### src/rtl/irrigation_pkg.sv
// Shared definitions for the irrigation valve sequencer: FSM state codes,
// irrigation mode codes from the upstream mode encoder, and a mode helper.
`timescale 1ns/1ps
package irrigation_pkg;

  // FSM state codes, also presented on state_o for display/debug.
  localparam logic [2:0] ST_IDLE  = 3'd0;
  localparam logic [2:0] ST_PRIME = 3'd1;
  localparam logic [2:0] ST_WATER = 3'd2;
  localparam logic [2:0] ST_SOAK  = 3'd3;
  localparam logic [2:0] ST_FAULT = 3'd4;

  // Mode codes {b1,b0} from the mode encoder.
  localparam logic [1:0] MODE_NONE = 2'b00;
  localparam logic [1:0] MODE_SPR  = 2'b01;
  localparam logic [1:0] MODE_DRIP = 2'b10;
  localparam logic [1:0] MODE_RSVD = 2'b11;

  // True for the two modes that actually select a valve.
  function automatic logic is_run_mode(input logic [1:0] m);
    return (m == MODE_SPR) || (m == MODE_DRIP);
  endfunction

endpackage

### src/rtl/irrigation_tick_prescaler.sv
// Free-running timing prescaler: counts 0..TICK_DIV-1 and flags the wrap
// cycle with a single-clock tick. Never restarted by the sequencer FSM.
`timescale 1ns/1ps
module irrigation_tick_prescaler #(
  parameter int TICK_DIV = 50000
) (
  input  logic clk,
  input  logic rst_n,
  output logic o_tick
);

  localparam int W = (TICK_DIV > 2) ? $clog2(TICK_DIV) : 1;
  localparam logic [W-1:0] LAST = W'(TICK_DIV - 1);

  logic [W-1:0] r_cnt;

  // Wrap counter; tick is high during the cycle the counter sits at LAST.
  // NOTE: sequential state uses non-blocking (<=) so every flop samples the
  // pre-edge values and simulation matches the synthesized registers.
  always_ff @(posedge clk or negedge rst_n) begin
    if (!rst_n) begin
      r_cnt <= '0;
    end else if (r_cnt == LAST) begin
      r_cnt <= '0;
    end else begin
      r_cnt <= r_cnt + W'(1);
    end
  end

  assign o_tick = (r_cnt == LAST);

endmodule

### src/rtl/irrigation_valve_sequencer.sv
// Irrigation valve sequencer: synchronizes mode/moisture/water-level inputs,
// then runs prime -> water -> soak cycles on the selected valve, with a
// water-loss fault lockout that needs operator deselection to clear.
// Optional build macro IRRIGATION_ALARM_BLINK_EN: alarm toggles every tick
// while in FAULT instead of being steady.
`timescale 1ns/1ps
module irrigation_valve_sequencer
  import irrigation_pkg::*;
#(
  parameter int TICK_DIV      = 50000,
  parameter int PRIME_TICKS   = 20,
  parameter int SPR_ON_TICKS  = 300,
  parameter int DRIP_ON_TICKS = 1200,
  parameter int SOAK_TICKS    = 600,
  parameter int CNT_W         = 16
) (
  input  logic       clk,
  input  logic       rst_n,
  input  logic [1:0] mode,
  input  logic       moisture_low,
  input  logic       water_ok,
  output logic       pump_on,
  output logic       valve_spr,
  output logic       valve_drip,
  output logic       alarm,
  output logic [2:0] state_o
);

  // A phase of N ticks expires on the tick where the counter reads N-1.
  localparam logic [CNT_W-1:0] LIM_PRIME = CNT_W'(PRIME_TICKS - 1);
  localparam logic [CNT_W-1:0] LIM_SPR   = CNT_W'(SPR_ON_TICKS - 1);
  localparam logic [CNT_W-1:0] LIM_DRIP  = CNT_W'(DRIP_ON_TICKS - 1);
  localparam logic [CNT_W-1:0] LIM_SOAK  = CNT_W'(SOAK_TICKS - 1);

  logic [1:0]       r_mode_s1, r_mode_s2;
  logic             r_moist_s1, r_moist_s2;
  logic             r_wok_s1, r_wok_s2;
  logic [2:0]       r_state;
  logic [1:0]       r_active_mode;
  logic [CNT_W-1:0] r_phase;
  logic             r_pump, r_spr, r_drip, r_alarm;

  logic             w_tick;
  logic [2:0]       w_state_nxt;
  logic [1:0]       w_active_nxt;
  logic [CNT_W-1:0] w_water_lim;
  logic             w_mode_changed;

  irrigation_tick_prescaler #(
    .TICK_DIV (TICK_DIV)
  ) u_prescaler (
    .clk    (clk),
    .rst_n  (rst_n),
    .o_tick (w_tick)
  );

  // Two-flop synchronizers for all asynchronous field inputs.
  always_ff @(posedge clk or negedge rst_n) begin
    if (!rst_n) begin
      r_mode_s1  <= MODE_NONE;
      r_mode_s2  <= MODE_NONE;
      r_moist_s1 <= 1'b0;
      r_moist_s2 <= 1'b0;
      r_wok_s1   <= 1'b0;
      r_wok_s2   <= 1'b0;
    end else begin
      r_mode_s1  <= mode;
      r_mode_s2  <= r_mode_s1;
      r_moist_s1 <= moisture_low;
      r_moist_s2 <= r_moist_s1;
      r_wok_s1   <= water_ok;
      r_wok_s2   <= r_wok_s1;
    end
  end

  assign w_mode_changed = (r_mode_s2 != r_active_mode);
  assign w_water_lim    = (r_active_mode == MODE_SPR) ? LIM_SPR : LIM_DRIP;

  // Next-state decode; priority is water loss, then mode change, then expiry.
  // NOTE: every always_comb output gets a default first so no path can leave
  // it unassigned and infer a latch.
  always_comb begin
    w_state_nxt  = r_state;
    w_active_nxt = r_active_mode;
    case (r_state)
      ST_IDLE: begin
        if (is_run_mode(r_mode_s2) && r_moist_s2 && r_wok_s2) begin
          w_state_nxt  = ST_PRIME;
          w_active_nxt = r_mode_s2;
        end
      end
      ST_PRIME: begin
        if (!r_wok_s2)                        w_state_nxt = ST_FAULT;
        else if (w_mode_changed)              w_state_nxt = ST_IDLE;
        else if (w_tick && r_phase == LIM_PRIME) w_state_nxt = ST_WATER;
      end
      ST_WATER: begin
        if (!r_wok_s2)                          w_state_nxt = ST_FAULT;
        else if (w_mode_changed)                w_state_nxt = ST_IDLE;
        else if (w_tick && r_phase == w_water_lim) w_state_nxt = ST_SOAK;
      end
      ST_SOAK: begin
        if (!r_wok_s2) begin
          w_state_nxt = ST_FAULT;
        end else if (w_tick && r_phase == LIM_SOAK) begin
          w_state_nxt = (r_moist_s2 && !w_mode_changed) ? ST_PRIME : ST_IDLE;
        end
      end
      ST_FAULT: begin
        // Operator acknowledges by deselecting once water is back.
        if (r_wok_s2 && !is_run_mode(r_mode_s2)) w_state_nxt = ST_IDLE;
      end
      default: w_state_nxt = ST_IDLE;
    endcase
  end

  // State, latched mode and phase counter; counter restarts on every transition.
  always_ff @(posedge clk or negedge rst_n) begin
    if (!rst_n) begin
      r_state       <= ST_IDLE;
      r_active_mode <= MODE_NONE;
      r_phase       <= '0;
    end else begin
      r_state       <= w_state_nxt;
      r_active_mode <= w_active_nxt;
      if (w_state_nxt != r_state) begin
        r_phase <= '0;
      end else if (w_tick) begin
        r_phase <= r_phase + CNT_W'(1);
      end
    end
  end

  // Registered drives decoded from the next state so they move with state_o.
  always_ff @(posedge clk or negedge rst_n) begin
    if (!rst_n) begin
      r_pump <= 1'b0;
      r_spr  <= 1'b0;
      r_drip <= 1'b0;
    end else begin
      r_pump <= (w_state_nxt == ST_PRIME) || (w_state_nxt == ST_WATER);
      r_spr  <= (w_state_nxt == ST_WATER) && (w_active_nxt == MODE_SPR);
      r_drip <= (w_state_nxt == ST_WATER) && (w_active_nxt != MODE_SPR);
    end
  end

  // Alarm drive: only ever asserted while the next state is FAULT.
  always_ff @(posedge clk or negedge rst_n) begin
    if (!rst_n) begin
      r_alarm <= 1'b0;
    end else if (w_state_nxt != ST_FAULT) begin
      r_alarm <= 1'b0;
`ifdef IRRIGATION_ALARM_BLINK_EN
    end else if (r_state != ST_FAULT) begin
      r_alarm <= 1'b1;
    end else if (w_tick) begin
      r_alarm <= ~r_alarm;
`endif
    end else begin
`ifdef IRRIGATION_ALARM_BLINK_EN
      r_alarm <= r_alarm;
`else
      r_alarm <= 1'b1;
`endif
    end
  end

  assign pump_on    = r_pump;
  assign valve_spr  = r_spr;
  assign valve_drip = r_drip;
  assign alarm      = r_alarm;
  assign state_o    = r_state;

endmodule

### config.mk
export PLATFORM = sky130hd
export DESIGN_NAME = irrigation_valve_sequencer
export DESIGN_NICKNAME = d
export VERILOG_FILES = /design/src/rtl/irrigation_pkg.sv /design/src/rtl/irrigation_tick_prescaler.sv /design/src/rtl/irrigation_valve_sequencer.sv
export SDC_FILE = /design/constraint.sdc
export NUM_CORES = 1
export LEC_CHECK = 0
export CAP_MARGIN = 40
export CORE_MARGIN = 2
export CORE_UTILIZATION = 53
export DETAILED_ROUTE_END_ITERATION = 12
export PLACE_DENSITY = 0.72
export SLEW_MARGIN = 20
export SYNTH_ARGS = -nofsm -noshare
export SYNTH_HDL_FRONTEND = slang
export SYNTH_SLANG_ARGS = --single-unit
export TNS_END_PERCENT = 100
### constraint.sdc
create_clock -name clk -period 2.8 [get_ports clk]
set_clock_uncertainty 0.05 [all_clocks]
set_input_delay 0.56 -clock clk [delete_from_list [all_inputs] [get_ports clk]]
set_output_delay 0.56 -clock clk [all_outputs]
set_load 0.02 [all_outputs]
After elaboration in Yosys (flattened, before gate mapping). Cells that the tools add are included.

Flip-flop bits (word level): 49.

Reductions and logical operators: 15. Equality and inequality tests: 18. Mux-type cells: 19. Add/subtract/negate cells: 2.

Operator list (count): 16-bit 2-to-1 mux (3); 16-bit by 1-bit adder with 16-bit output, second input constant (2); 3-bit 2-to-1 mux (10); 16-bit by 10-bit equality test with 1-bit output, second input constant (1); 16-bit by 11-bit equality test with 1-bit output (1); 16-bit equality test, second input constant (1); 16-bit by 5-bit equality test with 1-bit output, second input constant (1); 3-bit case mux with 5 select lines (1); 11-bit 2-to-1 mux (1); 3-bit by 2-bit equality test with 1-bit output, second input constant (3); 1-bit logical AND (9); 2-bit by 1-bit equality test with 1-bit output, second input constant (3); 3-bit by 1-bit equality test with 1-bit output, second input constant (2); 2-bit 2-to-1 mux (2); 3-bit equality test, second input constant (1); 3-bit zero test (1); 3-bit != test (1); 3-bit != test, second input constant (1); 2-bit equality test, second input constant (1); 1-bit zero test (2); 1-bit logical OR (2); 1-bit 2-to-1 mux (2); 2-bit by 1-bit != test with 1-bit output, second input constant (1); 2-bit != test (1); 2-bit nonzero test (1).

Logic depth before layout (Yosys ltp). Gate-level depths: netlist (run 1).

Depth in word-level cells: 10. Depth in mapped cells: 9. Mapped depth without buffers: 7.

Cells and area by module. From an unflattened synthesis (run 1), not the netlist that was laid out.

Cell total of the unflattened synthesis: 235. Area total of the unflattened synthesis: 2511.2 sq um.

Modules (own cells, without submodules): irrigation_valve_sequencer (times used 1, area each 1749.2 sq um, cells each 168, sequential area each 825.8 sq um); irrigation_tick_prescaler (times used 1, area each 762.0 sq um, cells each 67, sequential area each 400.4 sq um).

Worst setup path after synthesis (run 1). Ideal clock, no wire load.

Path kind: reg2reg. Start: reg u_prescaler.r_cnt[4]. End: reg r_phase[12]. Stages on the path, launching flop included: 9. Data arrival time: 2.591 ns. Setup time: 0.120 ns. Required time: 2.630 ns. Setup slack: 0.039 ns. Path buffers: 2. Cell sequence: dfrtp_1 or4b_1 or4_1 buf_2 or3_4 a21oi_4 a31o_4 buf_6 nor3_2.

Cells in the longest elaborated chain, start to end: 8. Elaborated cells on any way between the ends: 16. Those cells by class: 2 x eq/ne; 10 x mux; 4 x reduce/logical.

RTL lines: start: declaration (line irrigation_tick_prescaler.sv:15) `logic [W-1:0] r_cnt;`; start signal: assignment (line irrigation_tick_prescaler.sv:26) `r_cnt <= r_cnt + W'(1);`; 16-bit equality test * (line irrigation_tick_prescaler.sv:30) `assign o_tick = (r_cnt == LAST);`; 1-bit logical AND (on tied branches) (line irrigation_valve_sequencer.sv:100, irrigation_valve_sequencer.sv:95); 3-bit 2-to-1 mux (on tied branches) (line irrigation_valve_sequencer.sv:100, irrigation_valve_sequencer.sv:95); 3-bit 2-to-1 mux (on tied branches) (line irrigation_valve_sequencer.sv:99, irrigation_valve_sequencer.sv:94); 3-bit 2-to-1 mux (on tied branches) (line irrigation_valve_sequencer.sv:98, irrigation_valve_sequencer.sv:93); 3-bit case mux with 5 select lines (line irrigation_valve_sequencer.sv:85) `case (r_state)`; 3-bit != test (line irrigation_valve_sequencer.sv:126) `if (w_state_nxt != r_state) begin`; 16-bit 2-to-1 mux / 2-bit nonzero test (equally long branches); end signal: assignment (line irrigation_valve_sequencer.sv:129) `r_phase <= r_phase + CNT_W'(1);`; end: declaration (line irrigation_valve_sequencer.sv:40) `logic [CNT_W-1:0] r_phase;`.

Mark *: on every way between the ends. The rest lies on a longest branch, timed or not. A chain may end at the register's enable or synchronous reset.

Worst setup path after layout (run 1).
Start: reg u_prescaler.r_cnt[12]. End: reg r_phase[9].

The elaborated chain is that of the path after synthesis.

==> summary.txt, run 1 <==
Pwr
  • Reg power frac: 51.5%
  • VDD IR max: 271 uV
  • Net switching power: ~0.38 mW
  • Leakage: 1.23 nW
  • Cell Pwr Density: 497 nW/um2
  • Design internal power: 1.08 mW
  • Switch share: 26.2%
  • Clk pwr share: approximately a third
  • Combinational share of power: 13.9%
  • Final Power: 1.46 mW

Route
  • Post-Route WL: 4880 um
  • Routed vias: 1859
  • Drc violations: 0
  • Routed len/inst: 15.2 um
  • Iter 0 DRT Violations: 147
  • Detail Route Antenna Nets: 0
  • Vias per inst: 5.79
  • TritonRoute pass-1 iters: 4

Synth
  • Top cells by area, synth: dfrtp_1, xnor2_1, nor3_2
  • Cells after Synth: 240
  • Largest area contributor in the netlist: dfrtp_1
  • Number of distinct library cells after synthesis: 47
  • Yosys top cell area share: 48.6%
  • Yosys warnings: 0
  • Sequential area share after synthesis: 48.6%
  • Syn Area/Cell: approximately 11 um2
  • #FFs+latches synth: 49
  • Syn Nets: 248
  • Mapped cell area: 2520 um2

Job
  • MaxCap Viol Count: 0

GRT
  • Number of global-route vias before repair: between 1500 and 2000
  • First-pass GRT wire length: slightly above 8000 um
  • Initial antenna violation count: 0
  • Grt ovf: 0
  • Global Route Usage Sum: 19.7%
  • Largest net degree at the start of global routing: 50

Timing
  • Fmax: 371 MHz
  • Final Hold Fails: 0
  • Final worst path period share: 96.4%
  • PnR worst setup slack: 0.102 ns
  • Worst slew pin tran: 0.606 ns
  • Slew Viols, Final: 0
  • Endpoints failing setup: 0
  • Slew margin rel.: 59.6%
  • RSZ-0062 raised after global routing: no
  • Tmin final: 2.70 ns

Cells and area
  • Share of layout cells above drive strength 1: 19.1%
  • Final Core Density: a little over three fifths
  • Nets: 274
  • Diodes inserted: 0
  • Area delta synth->final: 16.6%

Worst setup path
  • Crit path DAT: 2.87 ns
  • Critical path class: reg2reg
  • CP endpoint kind: flip-flop
  • Crit start category: flip-flop
  • Critical path fanouts, max: 16
  • WP data required: 2.97 ns

Clock tree
  • Clock Latency Late Sink: 0.30 ns
  • CTS root buf: clkbuf_8
  • Cts bufs inserted: 5
  • Clock Tree Buf Depth: 2
  • CTS Hold Bufs: 0
  • CTS Sinks: 49
  • CTS tree: yes
  • # H-tree levels: 2
  • Clk slew on worst S/H paths: roughly 0.1 ns

Place
  • Dpl ws: -0.0410 ns
  • Hpwl dp: 3240 um
  • Gpl congestion: 0.855
  • I/O Buffers: 12

Floorplan
  • Die W: 73.0 um
  • Starting Density: 54.2%
  • Row cnt: 25
  • Die area: 5330 um2
  • IO Count: 13
  • Die H: between 70 and 80 um
  • Core area: ~4700 um2

Worst hold path
  • Hold crit path type: in2async

Run status
  • Status: finished, final reports clean
-- final timing paths --
check | startpoint | end | slack, ns | cells after the start
setup / recovery | u_prescaler.r_cnt[12]$_DFF_PN0_ | r_phase[9]$_DFFE_PN0P_ | 0.10 | 7
hold / removal | rst_n | r_wok_s2$_DFF_PN0_ | 0.30 | 2
setup reg to reg | u_prescaler.r_cnt[12]$_DFF_PN0_ | r_phase[9]$_DFFE_PN0P_ | 0.10 | 7
hold reg to reg | r_moist_s1$_DFF_PN0_ | r_moist_s2$_DFF_PN0_ | 0.31 | 0
max in group asynchronous | rst_n | u_prescaler.r_cnt[2]$_DFF_PN0_ | 1.99 | 2
min in group clk | r_moist_s1$_DFF_PN0_ | r_moist_s2$_DFF_PN0_ | 0.31 | 0
-- synth_stat cells, drive strengths merged --
master / n
o32ai: 2
nor4bb: 1
o21bai: 1
or3: 2
nor3: 25
nor2: 19
clkbuf: 6
o2111ai: 1
xnor2: 19
xor2: 10
nand2: 18
or2: 2
nand4b: 3
nor4b: 2
dfrtp: 49
and3: 3
o21ai: 5
or4: 3
a211o: 1
and4b: 1
nand2b: 3
and4: 3
and2: 2
buf: 3
a31o: 2
nand3: 11
o31ai: 1
mux2i: 2
ha: 2
inv: 1
a21o: 1
a21oi: 7
nor4: 8
nand4: 8
a21bo: 1
o211ai: 1
or4bb: 2
nor2b: 5
or4b: 4
-- flip-flops by register name, summed over array words and instances (netlist names) --
name,cells
r_phase,16
pump_on,1
valve_spr,1
valve_drip,1
u_prescaler.r_cnt,16
r_moist_s1,1
r_wok_s2,1
r_active_mode,2
alarm,1
r_moist_s2,1
r_wok_s1,1
state_o,3
r_mode_s2,2
r_mode_s1,2
-- per-layer routing --
layer	vias to the layer above	global-route usage, %	wire length [um]
li1	929	-	-
met1	892	27.6	2300
met2	31	31.6	2370
met3	7	4.01	145
met4	0	4.53	63
met5	-	0	0
-- critical path, stage by stage (launching register included) --
cell and delay (ns):
dfrtp_1 0.43, or4b_4 0.54, or4_4 0.53, or3_4 0.36, a21oi_4 0.27, o21ai_4 0.09
buf_12 0.16, nor3_1 0.19
-- final cells by class --
class	instances	area (um2)
fillers	376	1720
multi-input cells	182	1290
flip-flops and latches	49	1230
repair buffers	27	240
clock buffers	5	68.8
well taps	54	67.6
clock inverters	3	46.3
inverters	1	3.75
-- cells by family (layout without fill, tap and decap cells) --
| kind of cell | Yosys count | in the layout | share of synthesized area (%) |
|---|---|---|---|
| xor gates and xnor gates | 29 | 29 | 10.1 |
| adders and majority gates | 2 | 2 | 0.991 |
| buffers and inverters | 10 | 36 | 2.13 |
| DFF | 49 | 49 | 48.6 |
| AOI/OAI and AO/OA | 23 | 24 | 7.29 |
| and+or+nand+nor | 125 | 125 | 30.2 |
| muxes | 2 | 2 | 0.793 |
-- power groups by stage --
stage / combinational (mW) / clock, mW / sequential (mW)
2_1_floorplan: 0.117 / 0 / 0.776
3_3_place_gp: 0.185 / 0 / 0.766
3_5_place_dp: 0.187 / 0 / 0.767
4_1_cts: 0.194 / 0.520 / 0.752
5_1_grt: 0.227 / 0.548 / 0.757
6_report: 0.204 / 0.506 / 0.754
-- through the flow --
step                      std cells  setup TNS [ns]  hold slack, ns  area [um2]
after floorplan                 240               0           0.214        2520
after global placement          310               0           0.281        2760
after detailed placement        310          -0.211           0.286        2760
after CTS                       319               0           0.308        2890
after global routing            321               0           0.328        2950
final                           321               0           0.301        2950
-- placed cells by master, fill, tap and decap left out, types with 2 or more instances in the layout --
master / n
nand4_1: 8
nand4b_1: 3
nor2b_1: 5
a31o_4: 2
a21oi_1: 6
nand2_1: 18
nand2b_1: 3
nor2_1: 19
and4_1: 3
clkbuf_8: 5
nor4_2: 2
dfrtp_1: 49
or4b_2: 2
and2_1: 2
clkdlybuf4s50_1: 11
ha_1: 2
or2_2: 2
nor3_1: 14
and3_1: 3
or4bb_1: 2
nand3_1: 11
o32ai_1: 2
o21ai_0: 4
nor3_2: 11
xor2_1: 10
mux2i_1: 2
nor4b_1: 2
xnor2_1: 19
nor4_1: 6
or3_4: 2
buf_4: 14
or4_1: 2
-- what timing repair did --
item	CTS	global route
hold endpoints to repair	0	0
setup endpoints to repair	16	19
pin swaps	1	2
buffers inserted	1	1
gates resized for setup	0	7
cloned	0	1
Power figures use the tool's default switching activity.
==> inputs of run 2 (changes only) <==
CORE_UTILIZATION = 55   (was 53)
PLACE_DENSITY = 0.71   (was 0.72)
SKIP_CTS_REPAIR_TIMING = 1   (was not set)
clock period = 3.5 ns   (was 2.8 ns; I/O delays follow)
==> run 2 against run 1 <==
  * Die area fell by 3.4%
  * Maximum frequency fell by 11%
  * Sequential share of layout area rose by 2.6 points
  * Final area fell by 5.9%
  * Cell count fell by 4.7%
  * Largest cell class unchanged
  * Highest routed layer unchanged
==> summary.txt, run 2 (synthesis gave the netlist of run 1 again) <==
Worst setup path
  • Crit start category: flip-flop
  • CP endpoint: r_phase[7]$_DFFE_PN0P_
  • Crit. path cell count: 6
  • Crit path max-delay family: simple AND/OR/NAND/NOR gates
  • Crit-path slowest cell: or4_1
  • CP max stage delay: 0.68 ns
  • Setup crit start: u_prescaler.r_cnt[4]$_DFF_PN0_
  • Critical path class: reg2reg
  • Register-to-register setup slack: roughly 0.45 ns
  • Critical path fanouts, max: 16
  • CP endpoint kind: flip-flop
  • Critical path buffers and inverters: 0
  • RR Endpoint: r_phase[7]$_DFFE_PN0P_
  • Critical path, cell by cell: or4b_1 > or4_1 > nor4_2 > a21oi_4 > o21ai_4 > nor3_1
  • WP data required: 3.62 ns
  • Crit path DAT: 3.16 ns
  • Reg-to-Reg Start: u_prescaler.r_cnt[4]$_DFF_PN0_
  • R2R depth: 6

Pwr
  • VDD IR max: 220 uV
  • Cell Pwr Density: slightly below 400 nW/um2
  • Leakage: ~1.1 nW

Run status
  • Status: finished, final reports clean

GRT
  • Global Route Usage Sum: 20.5%
  • First-pass GRT wire length: about 8000 um
  • Number of global-route vias before repair: about 1700
  • Grt ovf: 0
  • Largest net degree at the start of global routing: 28
  • Initial antenna violation count: 0

Timing
  • Post-Route Setup TNS: 0 ns
  • Slew margin rel.: 60.5%
  • Worst slew pin tran: roughly 0.59 ns
  • Tmin final: about 3 ns
  • Slew Viols, Final: 0
  • RSZ-0062 raised after global routing: no
  • Final worst path period share: 87.1%
  • Endpoints failing setup: 0
  • Fmax: 328 MHz
  • Final Hold Fails: 0

Clock tree
  • CTS tree: yes
  • CTS root buf: clkbuf_8
  • CTS Sinks: a little under 50
  • # H-tree levels: 2
  • Cts bufs inserted: 5
  • Clock Tree Buf Depth: 2
  • Clk slew on worst S/H paths: 0.09 ns
  • Clock Latency Late Sink: between 0.3 and 0.4 ns

Floorplan
  • Row cnt: 24
  • Die W: 71.8 um
  • Core area: 4380 um2
  • Die area: ~5000 um2
  • Die H: 71.8 um
  • IO Count: 13
  • Starting Density: 57.6%

Cells and area
  • Share of layout cells above drive strength 1: between 10% and 20%
  • Finished Cell Area: 2770 um2
  • Most common cell after layout, fill and taps aside: dfrtp_1
  • Finished Layout Cells: 306
  • Diodes inserted: 0
  • Nets: 261
  • Area delta synth->final: 9.81%
  • Most frequent cells in the layout: dfrtp_1, nor2_1, xnor2_1
  • Fillcell total: 378

Worst hold path
  • Hold crit path type: reg2reg

Route
  • Drc violations: 0
  • Detail Route Antenna Nets: 0
  • Iter 0 DRT Violations: 140
  • Routed vias: between 1500 and 2000
  • Routed len/inst: 15.2 um
  • TritonRoute pass-1 iters: 4
  • Vias per inst: 5.86
  • Post-Route WL: 4650 um

Place
  • Hpwl dp: 3290 um
  • Inst Count DP: 298
  • I/O Buffers: 12
  • Gpl congestion: 0.940
  • Placement Cell Area: 2690 um2

Job
  • MaxCap Viol Count: 0
==> run 2: final cells by class <==
| type | instances | area (um2) | area share (%) |
|---|---|---|---|
| Clock inverter | 2 | 10.0 | 0.361 |
| Clock buffer | 6 | 72.6 | 2.62 |
| Timing Repair Buffer | 15 | 150 | 5.42 |
| Inverter | 1 | 3.75 | 0.135 |
| Tap cell | 52 | 65.1 | 2.35 |
| Multi-Input combinational cell | 181 | 1240 | 44.9 |
| Sequential cell | 49 | 1230 | 44.2 |
==> run 2: where the power goes <==
part           internal (mW)  switching [mW]
clock                  0.139           0.188
combinational         0.0597          0.0909
sequential             0.583          0.0191
total                  0.782           0.298
==> run 2: worst min path at each step <==
| stage | endpoint | cells after the start | from |
|---|---|---|---|
| 2_1_floorplan | r_mode_s2[0]$_DFF_PN0_ | 0 | r_mode_s1[0]$_DFF_PN0_ |
| 3_3_place_gp | r_wok_s2$_DFF_PN0_ | 0 | r_wok_s1$_DFF_PN0_ |
| 3_5_place_dp | r_wok_s2$_DFF_PN0_ | 0 | r_wok_s1$_DFF_PN0_ |
| 4_1_cts | r_mode_s2[1]$_DFF_PN0_ | 0 | r_mode_s1[1]$_DFF_PN0_ |
| 5_1_grt | r_mode_s2[1]$_DFF_PN0_ | 0 | r_mode_s1[1]$_DFF_PN0_ |
| 6_report | r_mode_s2[1]$_DFF_PN0_ | 0 | r_mode_s1[1]$_DFF_PN0_ |
==> run 2: metal layers <==
metal	global-route usage (%)	vias to the layer above	share of wire, %
li1	-	895	-
met1	30.4	867	51
met2	29.7	23	45
met3	3.38	8	2.2
met4	8.81	0	2.0
met5	0	-	0
==> run 2: metrics by stage <==
stage | hold WS (ns) | utilization (%) | setup WS, ns | power, mW
after detailed placement | 0.285 | 61.4 | 0.459 | 0.766
after global placement | 0.282 | 60.9 | 0.538 | 0.761
after global routing | 0.304 | 63.2 | 0.248 | 1.12
final | 0.293 | 63.2 | 0.452 | 1.08
after floorplan | 0.281 | - | 0.739 | 0.714
after CTS | 0.299 | 63.2 | 0.434 | 1.08
